--- src/rtl/ham_encoder_tx.sv ---
// Hamming(7,4) encoder with optional per-word single-bit error injection,
// followed by a backpressured serializer that emits one codeword bit per cycle.
module ham_encoder_tx #(
    parameter int LSB_FIRST  = 1,
    parameter int ODD_PARITY = 0,
    parameter int CNT_W      = 16
) (
    input  logic             clk,
    input  logic             rst,
    input  logic [3:0]       in_data,
    input  logic             in_valid,
    output logic             in_ready,
    input  logic [2:0]       inj_pos,
    output logic [6:0]       enc_ham_data,
    output logic             tx_bit,
    output logic             tx_valid,
    output logic             tx_last,
    input  logic             tx_ready,
    output logic [CNT_W-1:0] word_cnt
);

    localparam logic [0:0] ST_IDLE  = 1'b0;
    localparam logic [0:0] ST_SHIFT = 1'b1;
    localparam logic [2:0] LAST_IDX = 3'd6;
    localparam logic       PAR_INV  = (ODD_PARITY != 0);
    localparam logic       LSB_SEL  = (LSB_FIRST != 0);

    function automatic logic parity3(input logic a, input logic b, input logic c);
        return a ^ b ^ c ^ PAR_INV;
    endfunction

    // Codeword bit p-1 holds Hamming position p.
    function automatic logic [6:0] ham_encode(input logic [3:0] d);
        logic [6:0] cw;
        cw[0] = parity3(d[0], d[1], d[3]);
        cw[1] = parity3(d[0], d[2], d[3]);
        cw[2] = d[0];
        cw[3] = parity3(d[1], d[2], d[3]);
        cw[4] = d[1];
        cw[5] = d[2];
        cw[6] = d[3];
        return cw;
    endfunction

    function automatic logic [6:0] inject_mask(input logic [2:0] pos);
        logic [6:0] m;
        case (pos)
            3'd1:    m = 7'b0000001;
            3'd2:    m = 7'b0000010;
            3'd3:    m = 7'b0000100;
            3'd4:    m = 7'b0001000;
            3'd5:    m = 7'b0010000;
            3'd6:    m = 7'b0100000;
            3'd7:    m = 7'b1000000;
            default: m = 7'b0000000;
        endcase
        return m;
    endfunction

    logic [0:0]       r_state;
    logic [2:0]       r_cnt;
    logic [6:0]       r_shift;
    logic [6:0]       r_enc;
    logic [CNT_W-1:0] r_word_cnt;

    logic [0:0]       w_state_nxt;
    logic [2:0]       w_cnt_nxt;
    logic [6:0]       w_shift_nxt;
    logic [6:0]       w_enc_nxt;
    logic [CNT_W-1:0] w_word_cnt_nxt;

    logic             w_accept;
    logic             w_xfer;
    logic             w_done;
    logic [6:0]       w_code;
    logic [6:0]       w_shift_step;

    assign w_xfer       = (r_state == ST_SHIFT) && tx_ready;
    assign w_done       = w_xfer && (r_cnt == LAST_IDX);
    assign in_ready     = (r_state == ST_IDLE) || w_done;
    assign w_accept     = in_valid && in_ready;
    assign w_code       = ham_encode(in_data) ^ inject_mask(inj_pos);
    assign w_shift_step = LSB_SEL ? {1'b0, r_shift[6:1]} : {r_shift[5:0], 1'b0};

    // Next-state decode: a new accept on the last transfer reloads with no idle bubble.
    always_comb begin
        w_state_nxt    = r_state;
        w_cnt_nxt      = r_cnt;
        w_shift_nxt    = r_shift;
        w_enc_nxt      = r_enc;
        w_word_cnt_nxt = r_word_cnt;
        if (w_accept) begin
            w_state_nxt = ST_SHIFT;
            w_cnt_nxt   = 3'd0;
            w_shift_nxt = w_code;
            w_enc_nxt   = w_code;
        end else if (w_done) begin
            w_state_nxt = ST_IDLE;
            w_cnt_nxt   = 3'd0;
            w_shift_nxt = 7'd0;
        end else if (w_xfer) begin
            w_cnt_nxt   = r_cnt + 3'd1;
            w_shift_nxt = w_shift_step;
        end else begin
            w_state_nxt = r_state;
        end
        if (w_done) begin
            w_word_cnt_nxt = r_word_cnt + {{(CNT_W-1){1'b0}}, 1'b1};
        end else begin
            w_word_cnt_nxt = r_word_cnt;
        end
    end

    // State registers; reset discards any partially sent codeword.
    always_ff @(posedge clk) begin
        if (rst) begin
            r_state    <= ST_IDLE;
            r_cnt      <= 3'd0;
            r_shift    <= 7'd0;
            r_enc      <= 7'd0;
            r_word_cnt <= {CNT_W{1'b0}};
        end else begin
            r_state    <= w_state_nxt;
            r_cnt      <= w_cnt_nxt;
            r_shift    <= w_shift_nxt;
            r_enc      <= w_enc_nxt;
            r_word_cnt <= w_word_cnt_nxt;
        end
    end

    assign enc_ham_data = r_enc;
    assign tx_valid     = (r_state == ST_SHIFT);
    assign tx_bit       = LSB_SEL ? r_shift[0] : r_shift[6];
    assign tx_last      = (r_state == ST_SHIFT) && (r_cnt == LAST_IDX);
    assign word_cnt     = r_word_cnt;

endmodule

--- config.mk ---
export PLATFORM = sky130hd
export DESIGN_NAME = ham_encoder_tx
export DESIGN_NICKNAME = d
export VERILOG_FILES = /design/src/rtl/ham_encoder_tx.sv
export SDC_FILE = /design/constraint.sdc
export NUM_CORES = 1
export LEC_CHECK = 0
export CORE_MARGIN = 5
export CORE_UTILIZATION = 53
export DETAILED_ROUTE_END_ITERATION = 8
export PLACE_DENSITY = 0.93
export RECOVER_POWER = 50
export SKIP_LAST_GASP = 1
export SYNTH_ARGS = -nofsm -noshare
export SYNTH_HDL_FRONTEND = slang
export SYNTH_SLANG_ARGS = --single-unit
--- constraint.sdc ---
create_clock -name clk -period 2.77 [get_ports clk]
set_input_delay 0.4155 -clock clk [delete_from_list [all_inputs] [get_ports clk]]
set_output_delay 0.4155 -clock clk [all_outputs]
set_load 0.02 [all_outputs]
==> results.yml <==
status:
  outcome: "finished clean"
yosys:
  ys_seq_elements: 34
  synth_enable_flop_cells: 0
  synth_area_leaders: "dfxtp_1, xnor2_1, nor2_1"
  synth_simple_gate_area_frac: 0.306
  yosys.area.top_type: "dfxtp_1"
  syn_avg_cell_area_um2: 8.56
  synth_compound_area_frac: 0.0940
  synthArstFlopShare: 0
  yosysWarnings: 0
  postSynthCellCount: 196
  synth_common_cells: "dfxtp_1, nor2_1, nand2_1, a21oi_1, xnor2_1"
  synth_top_area_share: 0.406
  syn_nets: 210
  synthAdderAreaFrac: 0.0224
  synth_ff_type: "dfxtp_1"
  synth_seq_area_share: 0.406
  synth_mux_area_frac: 0.00671
  yosysUniqueCellTypes: 35
  netlist_area_um2: 1680
  yosys.cell_count.top_type: "dfxtp_1"
  synth_top_family_by_area: "simple AND/OR/NAND/NOR gates"
  synthXorXnorAreaFrac: 0.139
global_route:
  grt_usage: 0.184
  grt_start_max_net_pins: 17
  grt_pass1_vias: 1416
  use_met3: 0.0476
  antenna_found_initial: 0
  grt_pass1_wl_mm: 6.04
  gr-total-overflow: 0
  grt_use_met1: 0.208
  met2_usage: 0.297
  grt.busiest_layer: "met2"
pwr:
  clockPowerShare: 0.361
  power.density_nw_per_um2: 486
  p_int_w: 0.000786
  irDropWorstVdd_mv: 0.288
  switching_share: 0.247
  p_sw_w: 0.000258
  p_leak_nw: 0.794
  power_w: 0.00104
  p_comb_frac: 0.141
  pwr-share-seq: 0.498
worst_setup_path:
  start_kind: "input port"
  cpMaxStageDelayCell: "clkdlybuf4s50_1"
  cp_data_arrival_time_ns: 1.85
  cp_data_required_time_ns: 2.35
  cp-end-kind: "output pin"
  cp_common_cell: "clkdlybuf4s50_1"
  path_max_fanout: 7
  max_stage_delay_ns: 0.62
  crit_type: "input port to output pin"
  worstPathCellList: "clkdlybuf4s50_1 > nand3_1 > nand2_1 > clkdlybuf4s50_1"
clocking:
  clk_path_buf_depth: 2
  cts-buffers-inserted: 5
  cts_num_sinks: 34
  ctsHoldBuffers: 0
  clk_latency_ns: 0.36
  htree_levels: 2
  cts_tree: "done"
  cts_resized: 0
  clk_pin_slew_worst_paths_ns: 0.10
  postCtsSetupBuffers: 0
  cts-root-buf: "clkbuf_4"
drt:
  via_count: 1516
  drc: 0
  routed_wl_mm: 3.71
  viasPerCell: 5.47
  wl_per_cell_um: 13.4
  drtPass1Iterations: 4
  ant_nets: 0
  drt_iter0_markers: 101
timing:
  period_needed_ns: 2.27
  finalClockSkew_ns: 0.0174
  finalSetupViolCount: 0
  rsz0062_at_grt: "false"
  slew_headroom: 0.562
  worst_slew_pin_slew_ns: 0.650
  slew_viol_final: 0
  hold_viol_final: 0
  fin_setup_tns_ns: 0
  fmax_ghz: 0.441
  worst_slack_ns: 0.501
  finalCritPeriodShare: 0.819
placed_design:
  dp_slack_ns: 0.494
  place_inst: 270
  io_buffers: 37
  gp_congestion: 0.819
  dp.final_hpwl_mm: 2.76
  post_dp_cell_area_um2: 2080
floorplan:
  die_x_um: 66.3
  ios: 38
  fp.dieArea_um2: 4390
  coreArea_um2: 3050
  start_util: 0.550
  die_y_um: 66.3
  rows: 20
finish:
  drive_gt1_frac: 0.0429
  area_growth_pct: 28.1
  fillerInstances: 251
  fin_cells: 277
  final_area_um2: 2150
  final_nets: 247
  diodes: 0
run:
  drv_cap: 0
worst_hold_path:
  hold_class: "register to register"
[kinds of logic after synthesis]
logic type,count (synthesis)
AO/OA/AOI/OAI,28
XOR/XNOR,22
adder cells (fa/ha/maj),3
buffers and inverters,11
flip-flops,34
multiplexers,1
AND/OR/NAND/NOR,97
[worst paths after layout]
path | from | to | slack, ns | cells after the start
setup / recovery | tx_ready | in_ready | 0.50 | 4
hold / removal | r_shift[6]$_SDFFE_PP0P_ | r_shift[6]$_SDFFE_PP0P_ | 0.47 | 2
setup reg to reg | r_cnt[0]$_SDFFE_PP0P_ | word_cnt[12]$_SDFFE_PP0P_ | 0.80 | 6
hold reg to reg | r_shift[6]$_SDFFE_PP0P_ | r_shift[6]$_SDFFE_PP0P_ | 0.47 | 2
[power by group through the flow]
stage                     Sequential [W]  Combinational, W  Clock (W)
after floorplan                 0.000540         0.0000839          0
after global placement          0.000531          0.000149          0
after detailed placement        0.000531          0.000152          0
after CTS                       0.000521          0.000153   0.000378
after global routing            0.000523          0.000160   0.000404
final                           0.000520          0.000147   0.000377
[registers in the layout (all words and copies together), names as in the netlist]
name,count
word_cnt,16
enc_ham_data,7
r_shift,7
r_cnt,3
tx_valid,1
[cell type report]
cell class / count / area (um2) / share of cell area
Multi-Input combinational cell: 151 / 947 / 0.441
Inverter: 2 / 7.51 / 0.00349
Tap cell: 44 / 55.1 / 0.0256
Clock inverter: 1 / 30.0 / 0.0140
Sequential cell: 34 / 681 / 0.317
Clock buffer: 6 / 51.3 / 0.0239
Timing Repair Buffer: 39 / 378 / 0.176
[stage by stage]
step | utilization | hold slack [ns]
4_1_cts | 0.709 | 0.470
3_3_place_gp | 0.682 | 0.446
6_report | 0.704 | 0.470
5_1_grt | 0.704 | 0.500
3_5_place_dp | 0.682 | 0.456
2_1_floorplan | - | 0.437
[metal layers]
layer	share of wire	vias to the layer above
li1	-	759
met1	0.43	704
met2	0.49	44
met3	0.055	9
met4	0.026	0
met5	0	-
[cells in the final DEF, fill, tap and decap left out, types with 3 or more instances in the layout]
master and count:
a211oi_1 4, a21oi_1 18, and4_1 3, clkbuf_4 5, clkdlybuf4s50_1 25, dfxtp_1 34, dlygate4sd3_1 12, ha_1 3
nand2_1 23, nand3_1 8, nand3b_1 3, nand4_1 4, nor2_1 26, nor3_1 11, nor3b_1 3, o21ai_0 4
xnor2_1 13, xnor3_1 3, xor2_1 6
[worst max-delay path, delay by kind of cell]
family	cells	cell delay, ns
buffers and inverters	2	1.22
AND/OR/NAND/NOR	2	0.22
No activity file was read; power rests on OpenSTA's default activity.
